File: src/rtl/rr_mux_arb.sv
// N:1 stream multiplexer with registered output, fixed-select or round-robin grant,
// and valid/ready handshakes on every input channel and on the single output.
module rr_mux_arb #(
  parameter int NUM_CH = 4,
  parameter int DATA_W = 8,
  localparam int SEL_W = $clog2(NUM_CH)
) (
  input  logic                       clk,
  input  logic                       rst_n,
  input  logic [NUM_CH-1:0]          in_valid,
  input  logic [NUM_CH*DATA_W-1:0]   in_data,
  output logic [NUM_CH-1:0]          in_ready,
  input  logic                       mode,
  input  logic [SEL_W-1:0]           sel,
  output logic                       out_valid,
  output logic [DATA_W-1:0]          out_data,
  output logic [SEL_W-1:0]           out_ch,
  input  logic                       out_ready
);

  typedef enum logic {EMPTY, FULL} state_e;

  state_e            state_q, state_d;
  logic [SEL_W-1:0]  ptr_q, ptr_d;
  logic [SEL_W-1:0]  outCh_q, outCh_d;
  logic [DATA_W-1:0] outData_q, outData_d;
  logic [SEL_W-1:0]  grantIdx;
  logic [SEL_W-1:0]  scanSel;
  logic              found;
  logic              loadEn;
  int                scanIdx;

  assign out_valid = (state_q == FULL);
  assign out_data  = outData_q;
  assign out_ch    = outCh_q;
  assign loadEn    = ~out_valid | out_ready;

  // Grant search; in round-robin mode the index wraps explicitly so NUM_CH need not be a power of 2.
  always_comb begin
    found    = 1'b0;
    grantIdx = '0;
    scanIdx  = 0;
    scanSel  = '0;
    if (rst_n && loadEn) begin
      for (int k = 0; k < NUM_CH; k++) begin
        if (mode) begin
          scanIdx = int'(ptr_q) + k;
          if (scanIdx >= NUM_CH) scanIdx = scanIdx - NUM_CH;
        end else begin
          scanIdx = k;
        end
        scanSel = SEL_W'(scanIdx);
        if (!found && in_valid[scanSel] && (mode || (scanSel == sel))) begin
          found    = 1'b1;
          grantIdx = scanSel;
        end
      end
    end
  end

  always_comb begin
    in_ready = '0;
    for (int i = 0; i < NUM_CH; i++) begin
      in_ready[i] = found && (grantIdx == SEL_W'(i));
    end
  end

  always_comb begin
    state_d   = state_q;
    ptr_d     = ptr_q;
    outData_d = outData_q;
    outCh_d   = outCh_q;
    if (found) begin
      state_d   = FULL;
      outData_d = in_data[int'(grantIdx)*DATA_W +: DATA_W];
      outCh_d   = grantIdx;
      ptr_d     = (int'(grantIdx) == NUM_CH-1) ? '0 : grantIdx + SEL_W'(1);
    end else if (out_ready) begin
      state_d = EMPTY;
    end
  end

  always_ff @(posedge clk) begin
    if (!rst_n) begin
      state_q   <= EMPTY;
      ptr_q     <= '0;
      outData_q <= '0;
      outCh_q   <= '0;
    end else begin
      state_q   <= state_d;
      ptr_q     <= ptr_d;
      outData_q <= outData_d;
      outCh_q   <= outCh_d;
    end
  end

endmodule

File: config.mk
export PLATFORM = sky130hd
export DESIGN_NAME = rr_mux_arb
export DESIGN_NICKNAME = d
export VERILOG_FILES = /design/src/rtl/rr_mux_arb.sv
export SDC_FILE = /design/constraint.sdc
export NUM_CORES = 1
export LEC_CHECK = 0
export CAP_MARGIN = 10
export CORE_UTILIZATION = 41
export DETAILED_ROUTE_END_ITERATION = 8
export PLACE_DENSITY_LB_ADDON = 0.1
export SLEW_MARGIN = 20
export SYNTH_ARGS = -nofsm -noshare
export SYNTH_HDL_FRONTEND = slang
export SYNTH_SLANG_ARGS = --single-unit
File: constraint.sdc
create_clock -name clk -period 4 [get_ports clk]
set_clock_uncertainty 0.15 [all_clocks]
set_input_delay 0.8 -clock clk [delete_from_list [all_inputs] [get_ports clk]]
set_output_delay 0.8 -clock clk [all_outputs]
set_load 0.005 [all_outputs]
* Word level (Yosys, flattened, before mapping)
Index checks and enable logic that the tools add are counted.
** Storage, ports and cells
- Input bits :: 42
- Output and inout port bits :: 15
- Flip-flop bits (word level) :: 13
** Cells by class
- Reduce and logical (&&, ||, !) cells :: 21
- Equality and inequality tests :: 8
- $add $sub $neg :: 8
- Order comparisons :: 8
- Bitwise logic cells :: 2
- Shifts and indexed selects :: 1
- Multiplexer cells :: 36
** Operators by type and width (count)
- 2-bit 2-to-1 mux :: 18
- 32-bit by 6-bit variable part select with 8-bit output :: 1
- 1-bit 2-to-1 mux :: 14
- 1-bit logical AND :: 12
- 2-bit by 3-bit < comparator with 1-bit output, second input constant :: 4
- 3-bit >= comparator, second input constant :: 3
- 1-bit binary-select mux with 2-bit select :: 4
- 2-bit equality test :: 4
- 2-bit by 1-bit subtractor with 2-bit output, second input constant :: 4
- 2-bit by 2-bit adder with 3-bit output, second input constant :: 2
- 2-bit by 1-bit equality test with 1-bit output, second input constant :: 2
- 2-bit equality test, second input constant :: 2
- 1-bit logical OR :: 4
- 2-bit by 1-bit adder with 3-bit output, second input constant :: 1
- 2-bit by 3-bit >= comparator with 1-bit output, second input constant :: 1
- 1-bit zero test :: 3
- 2-bit by 1-bit adder with 2-bit output, second input constant :: 1
- 2-bit zero test :: 1
- 2-bit nonzero test :: 1
- 1-bit inverter :: 1
- 1-bit bitwise OR :: 1

* Longest topological paths before layout
Gate-level depths: netlist of the first run.
- Word-level depth :: 26
- Gate-level depth with buffers :: 12
- Mapped depth without buffers :: 9

* Worst setup path after synthesis of the first run
No wires, ideal clock.
- Path type :: input to output
- Start point :: input port in_valid[0]
- End point :: output port in_ready[1]
- Stages :: 10
- Path slack :: 0.484 ns
- Data arrival time :: 2.566 ns
- Buffers on the path :: 2
- Cell sequence :: mux2_2 o22a_1 a221oi_2 nor4b_2 a211o_1 buf_6 buf_12 inv_2 ha_1 and2_1
** Between the ends
- Longest elaborated chain between the ends :: 22
- Elaborated cells between the ends (all ways) :: 33
- Those cells by class :: 1 x eq/ne; 21 x mux; 11 x reduce/logical
** RTL lines
- start, declared :: line 10 : input logic [NUM_CH-1:0] in_valid,
- 1-bit binary-select mux with 2-bit select :: line 53 : if (!found && in_valid[scanSel] && (mode || (scanSel == sel))) begin
- 1-bit 2-to-1 mux (not written as such) :: line 53
- 1-bit logical AND :: line 53
- 1-bit 2-to-1 mux :: line 53
- 1-bit 2-to-1 mux :: line 44 : if (rst_n && loadEn) begin
- 1-bit zero test :: line 53
- 1-bit logical AND (2 in a row) :: line 53
- 1-bit 2-to-1 mux :: line 53
- [5 not listed]
- 1-bit 2-to-1 mux :: line 44
- 1-bit zero test :: line 53
- 1-bit logical AND (2 in a row) :: line 53
- 2-bit 2-to-1 mux (*) :: line 53
- 2-bit 2-to-1 mux (*) :: line 44
- via grantIdx[0] :: line 27 : logic [SEL_W-1:0] grantIdx;
- 2-bit by 1-bit equality test with 1-bit output (*) :: line 64 : in_ready[i] = found && (grantIdx == SEL_W'(i));
- 1-bit logical AND (*) :: line 64
- end, declared :: line 12 : output logic [NUM_CH-1:0] in_ready,
Mark *: on every way through the listed nets, which the timed path passes. The rest lies on a longest branch. The select of a mux whose other input is x is not followed.

* Worst setup path after layout of the first run
- Start point :: input port mode
- End point :: output port in_ready[0]
** Between the ends
- Longest elaborated chain between the ends :: 24
- Elaborated cells between the ends (all ways) :: 49
- Those cells by class :: 4 x eq/ne; 29 x mux; 16 x reduce/logical
** RTL lines
- start, declared :: line 13 : input logic mode,
- 2-bit 2-to-1 mux :: line 46 : if (mode) begin
- 2-bit 2-to-1 mux :: line 44
- 1-bit binary-select mux with 2-bit select or 2-bit equality test (tied branches) :: line 53
- 1-bit 2-to-1 mux (not written as such) or 1-bit logical OR (tied branches) :: line 53
- 1-bit logical AND :: line 53
- 1-bit 2-to-1 mux :: line 53
- 1-bit 2-to-1 mux :: line 44
- 1-bit zero test :: line 53
- [7 not listed]
- 1-bit 2-to-1 mux :: line 53
- 1-bit 2-to-1 mux :: line 44
- 1-bit zero test :: line 53
- 1-bit logical AND (2 in a row) :: line 53
- 2-bit 2-to-1 mux :: line 53
- 2-bit 2-to-1 mux :: line 44
- 2-bit zero test :: line 64
- 1-bit logical AND (*) :: line 64
Mark *: on every way between the ends. The rest lies on a longest branch, timed or not. The select of a mux whose other input is x is not followed.

==> key figures, run 1 <==
Global route
  – Vias in the first global route: 1,418
  – First-pass GRT wire length: 6330 microns
  – Total track usage: 0.258
  – Antenna violations before repair: 0
  – Remaining Overflow, GRT: 0
  – Pin count of the biggest net entering global routing: 12

Critical path
  – RR Endpoint: out_data[6]$_SDFFE_PN0P_
  – Crit end category: output port
  – Start of the worst register-to-register path: ptr_q[0]$_SDFFE_PN0P_
  – Critical-path maximum fanout: 6
  – Reg2reg setup slack: 1.03 ns
  – Worst Path Arrival: 3.05 ns
  – Worst r2r path cells: 11
  – Worst Setup SP: mode
  – Worst Path Required: 3.05 ns
  – WS Path Type: primary input to output port
  – Critical path launch point type: primary input

Route
  – Remaining antenna violation count: 0
  – Drt total wl: 3990 microns
  – DRT Pass-1 Iters: 4
  – Drt wl/cell: 16.2 microns
  – Iteration-0 DRC Markers: 61
  – Via count: 1,390
  – Routed vias/inst: 5.65
  – DRC: 0

Placement
  – Estimated wirelength of the detail-placed design: 2850 microns
  – PortBufs: 56
  – Gpl congestion: 0.876
  – DP Worst Slack: -0.537 ns

Min path
  – Hold_sp: out_ch[1]$_SDFFE_PN0P_
  – Hold Path End: out_ch[1]$_SDFFE_PN0P_
  – Worst hold stages: 2
  – Hold Path Class: flip-flop to flip-flop

Die
  – Effective utilization at floorplan: 0.431
  – Die extent in x: 55.6 microns
  – Die Area: 3090 sq um
  – FP Rows: 19
  – Die height: 55.6 microns
  – IO Pins: 57
  – Core ar.: 2730 sq um

Clock network
  – CTS Buf Count: 3
  – Clock root buffer: clkbuf_4
  – H-tree Lvls: 1
  – Clk slew on worst S/H paths: 0.08 ns
  – Worst-Skew Late Latency: 0.29 ns
  – Post-CTS Hold Buffers: 0
  – Clock Tree Buf Depth: 2
  – CTS tree: yes
  – Clock Sinks: 13

Run
  – Max-cap violation count: 0

STA
  – Final worst slack: -0.000465 ns
  – Final worst-path cycle share: 1.00
  – Setup Viol. Count Final: 1
  – Worst slew margin: 0.703
  – Fmax: 250 MHz
  – RSZ-0062 raised after global routing: yes
  – Final Max Slew Viols: 0
  – Min Tclk post-route: 4.00 ns
  – Final hold vios: 0
  – Worst slew pin tran: 0.445 ns

Layout
  – Synthesis-to-finish area growth: 73.1%
  – Most frequent cells in the layout: 45 x clkdlybuf4s50_1, 30 x buf_4, 20 x mux2i_1
  – Ant diodes: 0
  – Fillcell total: 218
  – Commonest non-fill, non-tap cell in the layout: clkdlybuf4s50_1
  – Share of layout cells above drive strength 1: 0.293
  – Nets: 262

Logic synthesis
  – Syn. warnings: 0
  – Ys flop type: dfxtp_1
  – Seq cells post-synth: 13
  – Ys async rst share: 0
  – Count of different cell masters after synthesis: 48
  – Avg Inst Size Synth: 9.20 sq um
  – Area of the mapped netlist: 1180 sq um
  – Syn Nets: 174
  – Post-Syn Instances: 128
  – Sequential cell area fraction in the yosys report: 0.221
  – Number of synthesized flops with an enable pin: 0

Outcome
  – Status: finished, violations left
  – Failing checks: negative setup slack

Pwr
  – Max VDD drop: 0.000262 V
  – Power, Total: 0.754 mW
  – Pleak: 0.973 nW
  – Power density over the cells: 370 nW/um^2
-- cells by family (layout without fill, tap and decap cells) --
kind of cell / count (synthesis) / in the layout / synth area share
simple gates: 43 / 43 / 0.217
compound gates: 31 / 31 / 0.209
mux: 25 / 25 / 0.234
flops: 13 / 13 / 0.221
buf+inv: 11 / 98 / 0.0691
fa+ha+maj: 4 / 4 / 0.0425
xor+xnor: 1 / 1 / 0.00744
-- Yosys cell counts (all sizes together), types with 2 or more instances --
cell     n  area, sq um
mux2i   20          200
nand2   16         65.1
dfxtp   13          260
a21oi    7         35.0
and2     6         40.0
buf      6         62.6
nor2     6         22.5
ha       4         50.1
inv      4         15.0
mux2     4         52.6
o221ai   4         35.0
a221oi   3         32.5
nand2b   3         18.8
a21o     2         15.0
a31oi    2         12.5
and3     2         12.5
and3b    2         17.5
and4bb   2         25.0
o21bai   2         15.0
-- cell type report --
class                   count  area [sq um]  share of cell area
inverters                   4          15.0             0.00737
well taps                  31          38.8              0.0190
clock inverters             1          5.00             0.00246
flip-flops and latches     13           260               0.128
multi-input cells         104           901               0.442
repair buffers             90           796               0.390
clock buffers               3          22.5              0.0110
-- per-layer routing --
layer,part of all wire,vias to the layer above,wire length (microns),global-route usage
li1,-,658,-,-
met1,0.41,675,1630,0.289
met2,0.53,45,2120,0.484
met3,0.038,12,152,0.0372
met4,0.022,0,86,0.104
met5,0,-,0,0
-- critical path, stage by stage --
cell	delay (ns)
dlygate4sd2_1	0.26
buf_6	0.14
nand2_2	0.11
buf_6	0.14
o22ai_2	0.10
buf_4	0.15
a2111oi_4	0.30
nor2_1	0.07
a211o_1	0.38
ha_1	0.22
and2_1	0.14
dlygate4sd2_1	0.26
-- worst max path at each step --
stage	to	slack, ns	cells after the start
3_5_place_dp	in_ready[2]	-0.54	9
3_3_place_gp	in_ready[2]	-0.50	9
2_1_floorplan	in_ready[1]	0.48	10
4_1_cts	in_ready[2]	-0.001	13
6_report	in_ready[0]	-0.0005	12
5_1_grt	in_ready[3]	-0.08	11
-- what timing repair did --
action,4_1_cts,5_1_grt
setup buffers,6,1
pin swaps,5,4
endpoints found under the setup margin,4,4
gates resized for setup,26,9
gates cloned,1,0
-- through the flow --
stage | util | TNS, ns | hold WS, ns | area (sq um) | std cells
CTS | 0.736 | -0.00137 | 0.305 | 2010 | 245
global route | 0.746 | -0.156 | 0.325 | 2040 | 246
floorplan | - | 0 | 0.289 | 1180 | 128
finish | 0.746 | -0.000465 | 0.301 | 2040 | 246
global placement | 0.697 | -1.74 | 0.282 | 1910 | 234
detailed placement | 0.697 | -1.85 | 0.292 | 1910 | 234
-- power breakdown --
| group | total (mW) | switching (mW) | internal (mW) |
|---|---|---|---|
| clock | 0.0877 | 0.0505 | 0.0372 |
| combinational | 0.479 | 0.203 | 0.276 |
| sequential | 0.188 | 0.0215 | 0.166 |
-- registers in the layout (all words and copies together), names as in the netlist --
| register | flops |
|---|---|
| out_data | 8 |
| out_ch | 2 |
| ptr_q | 2 |
| out_valid | 1 |
Power figures use the tool's default switching activity.
==> run 2: changes to the inputs <==
==> constraint.sdc (replaced) <==
create_clock -name clk -period 4 [get_ports clk]
set_clock_uncertainty 0.15 [all_clocks]
set_input_delay 0.6 -clock clk [delete_from_list [all_inputs] [get_ports clk]]
set_output_delay 0.6 -clock clk [all_outputs]
set_load 0.005 [all_outputs]
==> run 2 against run 1 <==
Against the previous run: the run now ends clean; first-iteration DRC count decreased by 59%; worst setup slack better by 0.16 ns; global-route usage decreased by 1.9 points; non-clock buffer count is 9 lower; largest power group unchanged; clock power hardly changed; register-to-register slack improved by 0.07 ns; sequential share of layout area rose by 0.33 points; die area is the same; wire length decreased by 11%; combinational power shrank 11%.
==> key figures, run 2 (same netlist as run 1, synthesis figures left out) <==
Route
  – Drt total wl: 3560 microns (was 3990 microns)
  – Via count: 1,314 (was 1,390)
  – Drt wl/cell: 15.0 microns (was 16.2 microns)
  – DRC: 0 (unchanged)
  – Remaining antenna violation count: 0 (unchanged)
  – Routed vias/inst: 5.54 (was 5.65)
  – DRT Pass-1 Iters: 6 (was 4)
  – Iteration-0 DRC Markers: 25 (was 61)

Die
  – Core ar.: 2730 sq um (unchanged)
  – Die height: 55.6 microns (unchanged)
  – IO Pins: 57 (unchanged)
  – Die extent in x: 55.6 microns (unchanged)
  – Die Area: 3090 sq um (unchanged)
  – Effective utilization at floorplan: 0.431 (unchanged)
  – FP Rows: 19 (unchanged)

Clock network
  – Worst-Skew Late Latency: 0.29 ns (about the same)
  – CTS Buf Count: 3 (unchanged)
  – Clk slew on worst S/H paths: 0.08 ns (about the same)
  – CTS tree: yes (unchanged)
  – Clock Sinks: 13 (unchanged)
  – H-tree Lvls: 1 (unchanged)
  – Clock root buffer: clkbuf_4 (unchanged)
  – Clock Tree Buf Depth: 2 (unchanged)

Pwr
  – Power, Total: 0.712 mW (was 0.754 mW)
  – Clock share of power: 0.123 (was 0.116)
  – NetSw: 0.252 mW (was 0.275 mW)
  – Gate power share: 0.600 (was 0.635)
  – Max VDD drop: 0.000286 V (was 0.000262 V)
  – Power density over the cells: 359 nW/um^2 (was 370 nW/um^2)
  – Sequential power share: 0.278 (was 0.249)
  – Pleak: 0.976 nW (was 0.973 nW)
  – Sw Ratio: 0.354 (was 0.365)
  – P_int: 0.460 mW (was 0.479 mW)

Critical path
  – Crit-path leading delay family: compound AO/OA/AOI/OAI gates (was buffers and inverters)
  – Worst r2r path cells: 9 (was 11)
  – RR Endpoint: out_data[7]$_SDFFE_PN0P_ (was out_data[6]$_SDFFE_PN0P_)
  – Crit path cell chain: clkdlybuf4s50_1, mux2_2, o22a_1, a221oi_2, o21ai_1, a211o_1, ha_1, and2_1, clkdlybuf4s50_1 (was dlygate4sd2_1, buf_6, nand2_2, buf_6, o22ai_2, buf_4, a2111oi_4, nor2_1, a211o_1, ha_1, and2_1, dlygate4sd2_1)
  – Worst Path Arrival: 3.10 ns (was 3.05 ns)
  – Critical path's largest stage delay: 0.45 ns (was 0.38 ns)
  – Start of the worst register-to-register path: ptr_q[0]$_SDFFE_PN0P_ (unchanged)
  – Crit end category: output port (unchanged)
  – Worst path slowest cell: clkdlybuf4s50_1 (was a211o_1)
  – Critical-path maximum fanout: 4 (was 6)
  – Worst Path Required: 3.25 ns (was 3.05 ns)
  – Buf/Inv on CP: 2 (was 5)
  – Reg2reg setup slack: 1.10 ns (was 1.03 ns)
  – WS Path Type: primary input to output port (unchanged)
  – Top cell by count, worst path: clkdlybuf4s50_1
  – Critical path launch point type: primary input (unchanged)

Min path
  – Hold Path Class: flip-flop to flip-flop (unchanged)
  – Hold_sp: out_ch[1]$_SDFFE_PN0P_ (unchanged)
  – Worst hold stages: 2 (unchanged)
  – Hold Path End: out_ch[1]$_SDFFE_PN0P_ (unchanged)

STA
  – Worst slew pin tran: 0.530 ns (was 0.445 ns)
  – RSZ-0062 raised after global routing: no (was yes)
  – Min Tclk post-route: 3.85 ns (was 4.00 ns)
  – TNS Setup: 0 ns (was -0.000465 ns)
  – Fmax: 260 MHz (was 250 MHz)
  – Final hold vios: 0 (unchanged)
  – Final Max Slew Viols: 0 (unchanged)
  – Setup Viol. Count Final: 0 (was 1)
  – Worst slew margin: 0.647 (was 0.703)
  – Final worst-path cycle share: 0.961 (was 1.00)

Outcome
  – Status: complete, no violations (was finished, violations left)

Layout
  – Commonest non-fill, non-tap cell in the layout: clkdlybuf4s50_1 (unchanged)
  – Share of layout cells above drive strength 1: 0.252 (was 0.293)
  – Ant diodes: 0 (unchanged)
  – Most frequent cells in the layout: 48 x clkdlybuf4s50_1, 23 x buf_4, 20 x mux2i_1 (was 45 x clkdlybuf4s50_1, 30 x buf_4, 20 x mux2i_1)
  – Max reg flops: 8 (unchanged)
  – Nets: 253 (was 262)
  – Final Non-Filler Cells: 237 (was 246)
  – Synthesis-to-finish area growth: 68.8% (was 73.1%)

Global route
  – Total track usage: 0.239 (was 0.258)
  – Pin count of the biggest net entering global routing: 13 (was 12)
  – Vias in the first global route: 1,375 (was 1,418)
  – Remaining Overflow, GRT: 0 (unchanged)
  – First-pass GRT wire length: 5930 microns (was 6330 microns)
  – Antenna violations before repair: 0 (unchanged)

Placement
  – # placed instances: 227 (was 234)
  – Gpl congestion: 0.903 (was 0.876)
  – Estimated wirelength of the detail-placed design: 2790 microns (was 2850 microns)
  – PortBufs: 56 (unchanged)

Run
  – Max-cap violation count: 0 (unchanged)
==> run 2: per-layer routing <==
metal,vias to the layer above,track usage,wire (microns)
met1,620,0.276,1390
met3,11,0.0581,185
met4,0,0.0643,76
met5,-,0,0
li1,641,-,-
met2,42,0.435,1900
==> run 2: layout make-up <==
cell class	count	area, sq um
clock buffers	4	26.3
multi-input cells	104	885
fillers	215	747
inverters	4	15.0
flip-flops and latches	13	260
well taps	31	38.8
repair buffers	81	762
==> run 2: power by group through the flow <==
stage	combinational (mW)	clock, mW	sequential [mW]
finish	0.427	0.0874	0.198
detailed placement	0.394	0	0.199
global route	0.461	0.0941	0.202
CTS	0.411	0.0877	0.197
floorplan	0.231	0	0.190
global placement	0.387	0	0.198
==> run 2: how the worst max path moves through the flow <==
stage | endpoint | startpoint | slack [ns] | cells past startpoint
floorplan | in_ready[1] | in_valid[0] | 0.88 | 10
global placement | in_ready[1] | in_valid[2] | -0.005 | 10
detailed placement | in_ready[3] | mode | -0.07 | 11
CTS | in_ready[0] | in_valid[3] | 0.002 | 8
global route | in_ready[0] | in_valid[0] | 0.01 | 9
finish | in_ready[0] | in_valid[0] | 0.15 | 9
==> run 2: what timing repair did <==
action                     CTS  global route
setup endpoints to repair    4             4
gates cloned                 0             1
hold buffers                 0             0
setup buffers                3             2
gates resized for setup      6            13
pin swaps                    5             6
==> run 2: worst register-to-register path: stages, from the launching register on <==
cell and delay [ns]:
dfxtp_1 0.61, mux2_2 0.41, a31oi_2 0.24, nor3b_1 0.23, o21ai_1 0.10, a211o_1 0.33
buf_4 0.16, buf_4 0.17, mux2_4 0.30, mux2i_1 0.13
==> run 2: per-stage QoR <==
step | hold WS, ns | instance area (sq um) | util | setup WS [ns]
2_1_floorplan | 0.289 | 1180 | - | 0.884
3_3_place_gp | 0.281 | 1850 | 0.678 | -0.00452
3_5_place_dp | 0.286 | 1850 | 0.678 | -0.0720
4_1_cts | 0.298 | 1920 | 0.703 | 0.00158
5_1_grt | 0.318 | 1990 | 0.727 | 0.0133
6_report | 0.296 | 1990 | 0.727 | 0.155
==> run 3: changes to the inputs <==
- CORE_ASPECT_RATIO: default -> 1.5
- CORE_UTILIZATION: 41 -> 30
==> run 3 against run 2 <==
Against the previous run: worst setup slack got worse by 0.052 ns; first-iteration DRC count decreased by 52%; power increased by 5.0%; hold slack improved by 0.0015 ns; non-clock buffer count increased by 2; sequential share of layout area decreased by 0.13 points; register-to-register slack improved by 0.18 ns; sequential power decreased by 4%; core utilization decreased by 19 points; final cell count increased by 5.9%; fmax decreased by 1.3%; highest routed layer unchanged.
==> key figures, run 3 (same netlist as run 1, synthesis figures left out) <==
Min path
  – Hold_sp: out_ch[1]$_SDFFE_PN0P_ (unchanged)
  – Hold Path Class: flip-flop to flip-flop (unchanged)
  – Hold Path End: out_ch[1]$_SDFFE_PN0P_ (unchanged)
  – Worst hold stages: 2 (unchanged)

Run
  – Max-cap violation count: 0 (unchanged)

Route
  – DRC: 0 (unchanged)
  – Drt wl/cell: 15.3 microns (was 15.0 microns)
  – Via count: 1,283 (was 1,314)
  – DRT Pass-1 Iters: 6 (unchanged)
  – Iteration-0 DRC Markers: 12 (was 25)
  – Drt total wl: 3830 microns (was 3560 microns)
  – Remaining antenna violation count: 0 (unchanged)
  – Routed vias/inst: 5.11 (was 5.54)

Critical path
  – Critical-path maximum fanout: 6 (was 4)
  – Worst Path Required: 3.25 ns (about the same)
  – WS Path Type: primary input to output port (unchanged)
  – Start of the worst register-to-register path: ptr_q[1]$_SDFFE_PN0P_ (was ptr_q[0]$_SDFFE_PN0P_)
  – Critical path launch point type: primary input (unchanged)
  – Worst Path Arrival: 3.15 ns (was 3.10 ns)
  – Crit end category: output port (unchanged)
  – Reg2reg setup slack: 1.28 ns (was 1.10 ns)
  – RR Endpoint: out_data[2]$_SDFFE_PN0P_ (was out_data[7]$_SDFFE_PN0P_)
  – Worst r2r path cells: 9 (unchanged)

STA
  – Fmax: 257 MHz (was 260 MHz)
  – Setup Viol. Count Final: 0 (unchanged)
  – Final hold vios: 0 (unchanged)
  – RSZ-0062 raised after global routing: no (unchanged)
  – TNS Setup: 0 ns (unchanged)
  – Final Max Slew Viols: 0 (unchanged)
  – Worst slew pin tran: 0.532 ns (was 0.530 ns)
  – Min Tclk post-route: 3.90 ns (was 3.85 ns)
  – Final worst slack: 0.102 ns (was 0.155 ns)
  – Worst slew margin: 0.645 (was 0.647)
  – Final worst-path cycle share: 0.974 (was 0.961)

Clock network
  – Clock Sinks: 13 (unchanged)
  – Clock root buffer: clkbuf_8 (was clkbuf_4)
  – Post-CTS Hold Buffers: 0 (unchanged)
  – CTS Buf Count: 3 (unchanged)
  – Worst-Skew Late Latency: 0.24 ns (was 0.29 ns)
  – H-tree Lvls: 1 (unchanged)
  – Clock Tree Buf Depth: 2 (unchanged)
  – Clk slew on worst S/H paths: 0.06 ns (was 0.08 ns)
  – CTS tree: yes (unchanged)

Pwr
  – Power density over the cells: 373 nW/um^2 (was 359 nW/um^2)
  – Power, Total: 0.748 mW (was 0.712 mW)
  – Pleak: 0.945 nW (was 0.976 nW)
  – Max VDD drop: 0.000209 V (was 0.000286 V)

Placement
  – PortBufs: 56 (unchanged)
  – Gpl congestion: 0.858 (was 0.903)
  – Estimated wirelength of the detail-placed design: 3140 microns (was 2790 microns)
  – DP Worst Slack: -0.105 ns (was -0.0720 ns)
  – # placed instances: 246 (was 227)

Layout
  – Commonest non-fill, non-tap cell in the layout: clkdlybuf4s50_1 (unchanged)
  – Fillcell total: 367 (was 215)
  – Final Non-Filler Cells: 251 (was 237)
  – Synthesis-to-finish area growth: 70.5% (was 68.8%)
  – Ant diodes: 0 (unchanged)
  – Share of layout cells above drive strength 1: 0.236 (was 0.252)
  – Post-Route Utilization: 0.540 (was 0.727)
  – Nets: 255 (was 253)
  – FF/Latch Area: 260 sq um (unchanged)
  – Most frequent cells in the layout: 49 x clkdlybuf4s50_1, 27 x buf_4, 20 x mux2i_1 (was 48 x clkdlybuf4s50_1, 23 x buf_4, 20 x mux2i_1)
  – Multi-input logic area: 875 sq um (was 885 sq um)
  – Max reg flops: 8 (unchanged)

Global route
  – Antenna violations before repair: 0 (unchanged)
  – Total track usage: 0.192 (was 0.239)
  – First-pass GRT wire length: 5900 microns (was 5930 microns)
  – Pin count of the biggest net entering global routing: 12 (was 13)
  – Vias in the first global route: 1,366 (was 1,375)
  – Remaining Overflow, GRT: 0 (unchanged)

Die
  – FP Rows: 27 (was 19)
  – Die height: 78.7 microns (was 55.6 microns)
  – Die extent in x: 53.2 microns (was 55.6 microns)
  – Die Area: 4180 sq um (was 3090 sq um)
  – IO Pins: 57 (unchanged)
  – Effective utilization at floorplan: 0.317 (was 0.431)
  – Core ar.: 3720 sq um (was 2730 sq um)

Outcome
  – Status: complete, no violations (unchanged)
-- run 3: cell count changes in the layout (fill, tap and decap cells not counted), sizes merged --
cell	delta
buf	+2
dlymetal6s2s	-5
clkdlybuf4s50	+1
dlygate4sd2	+4
-- run 3: worst max path at each step --
stage / startpoint / endpoint / cells after the start / slack [ns]
finish: sel[0] / in_ready[2] / 11 / 0.10
global route: in_valid[0] / in_ready[3] / 11 / 0.007
CTS: sel[0] / in_ready[2] / 11 / 0.04
detailed placement: mode / in_ready[3] / 10 / -0.10
global placement: in_valid[2] / in_ready[3] / 10 / -0.07
floorplan: in_valid[0] / in_ready[1] / 10 / 0.88
-- run 3: area by class of cell --
| cell class | count | share of cell area |
|---|---|---|
| Multi-Input combinational cell | 104 | 0.436 |
| Timing Repair Buffer | 83 | 0.378 |
| Sequential cell | 13 | 0.130 |
| Tap cell | 43 | 0.0268 |
| Clock buffer | 4 | 0.0224 |
| Inverter | 4 | 0.00748 |
-- run 3: power breakdown --
part / total (mW) / switching [mW] / leakage [nW] / internal [mW]
sequential: 0.190 / 0.0231 / 0.108 / 0.167
clock: 0.121 / 0.0502 / 0.0228 / 0.0705
combinational: 0.438 / 0.182 / 0.814 / 0.256
-- run 3: worst max-delay path, cell delays in order --
cell	delay, ns
clkdlybuf4s50_1	0.44
and4bb_2	0.33
a31oi_2	0.06
buf_4	0.15
buf_4	0.13
a221o_1	0.32
a31o_4	0.28
inv_2	0.08
ha_1	0.14
and2_1	0.12
clkdlybuf4s50_1	0.50
-- run 3: timing repair --
item                                    in CTS  in global routing
endpoints found under the setup margin       4                  4
gates resized for setup                      9                  4
buffers inserted                             1                  0
endpoints found under the hold margin        0                  0
pin swaps                                    2                  4
-- run 3: layer usage --
| metal | routed length (microns) | up-vias | GRT usage |
|---|---|---|---|
| met5 | 0 | - | 0 |
| met4 | 70 | 0 | 0.0711 |
| met3 | 156 | 8 | 0.0307 |
| met2 | 2180 | 40 | 0.384 |
| met1 | 1430 | 591 | 0.183 |
| li1 | - | 644 | - |
-- run 3: stage by stage --
| stage | area (sq um) | hold slack (ns) |
|---|---|---|
| 2_1_floorplan | 1180 | 0.289 |
| 3_3_place_gp | 1920 | 0.283 |
| 3_5_place_dp | 1920 | 0.283 |
| 4_1_cts | 1990 | 0.299 |
| 5_1_grt | 2010 | 0.329 |
| 6_report | 2010 | 0.297 |
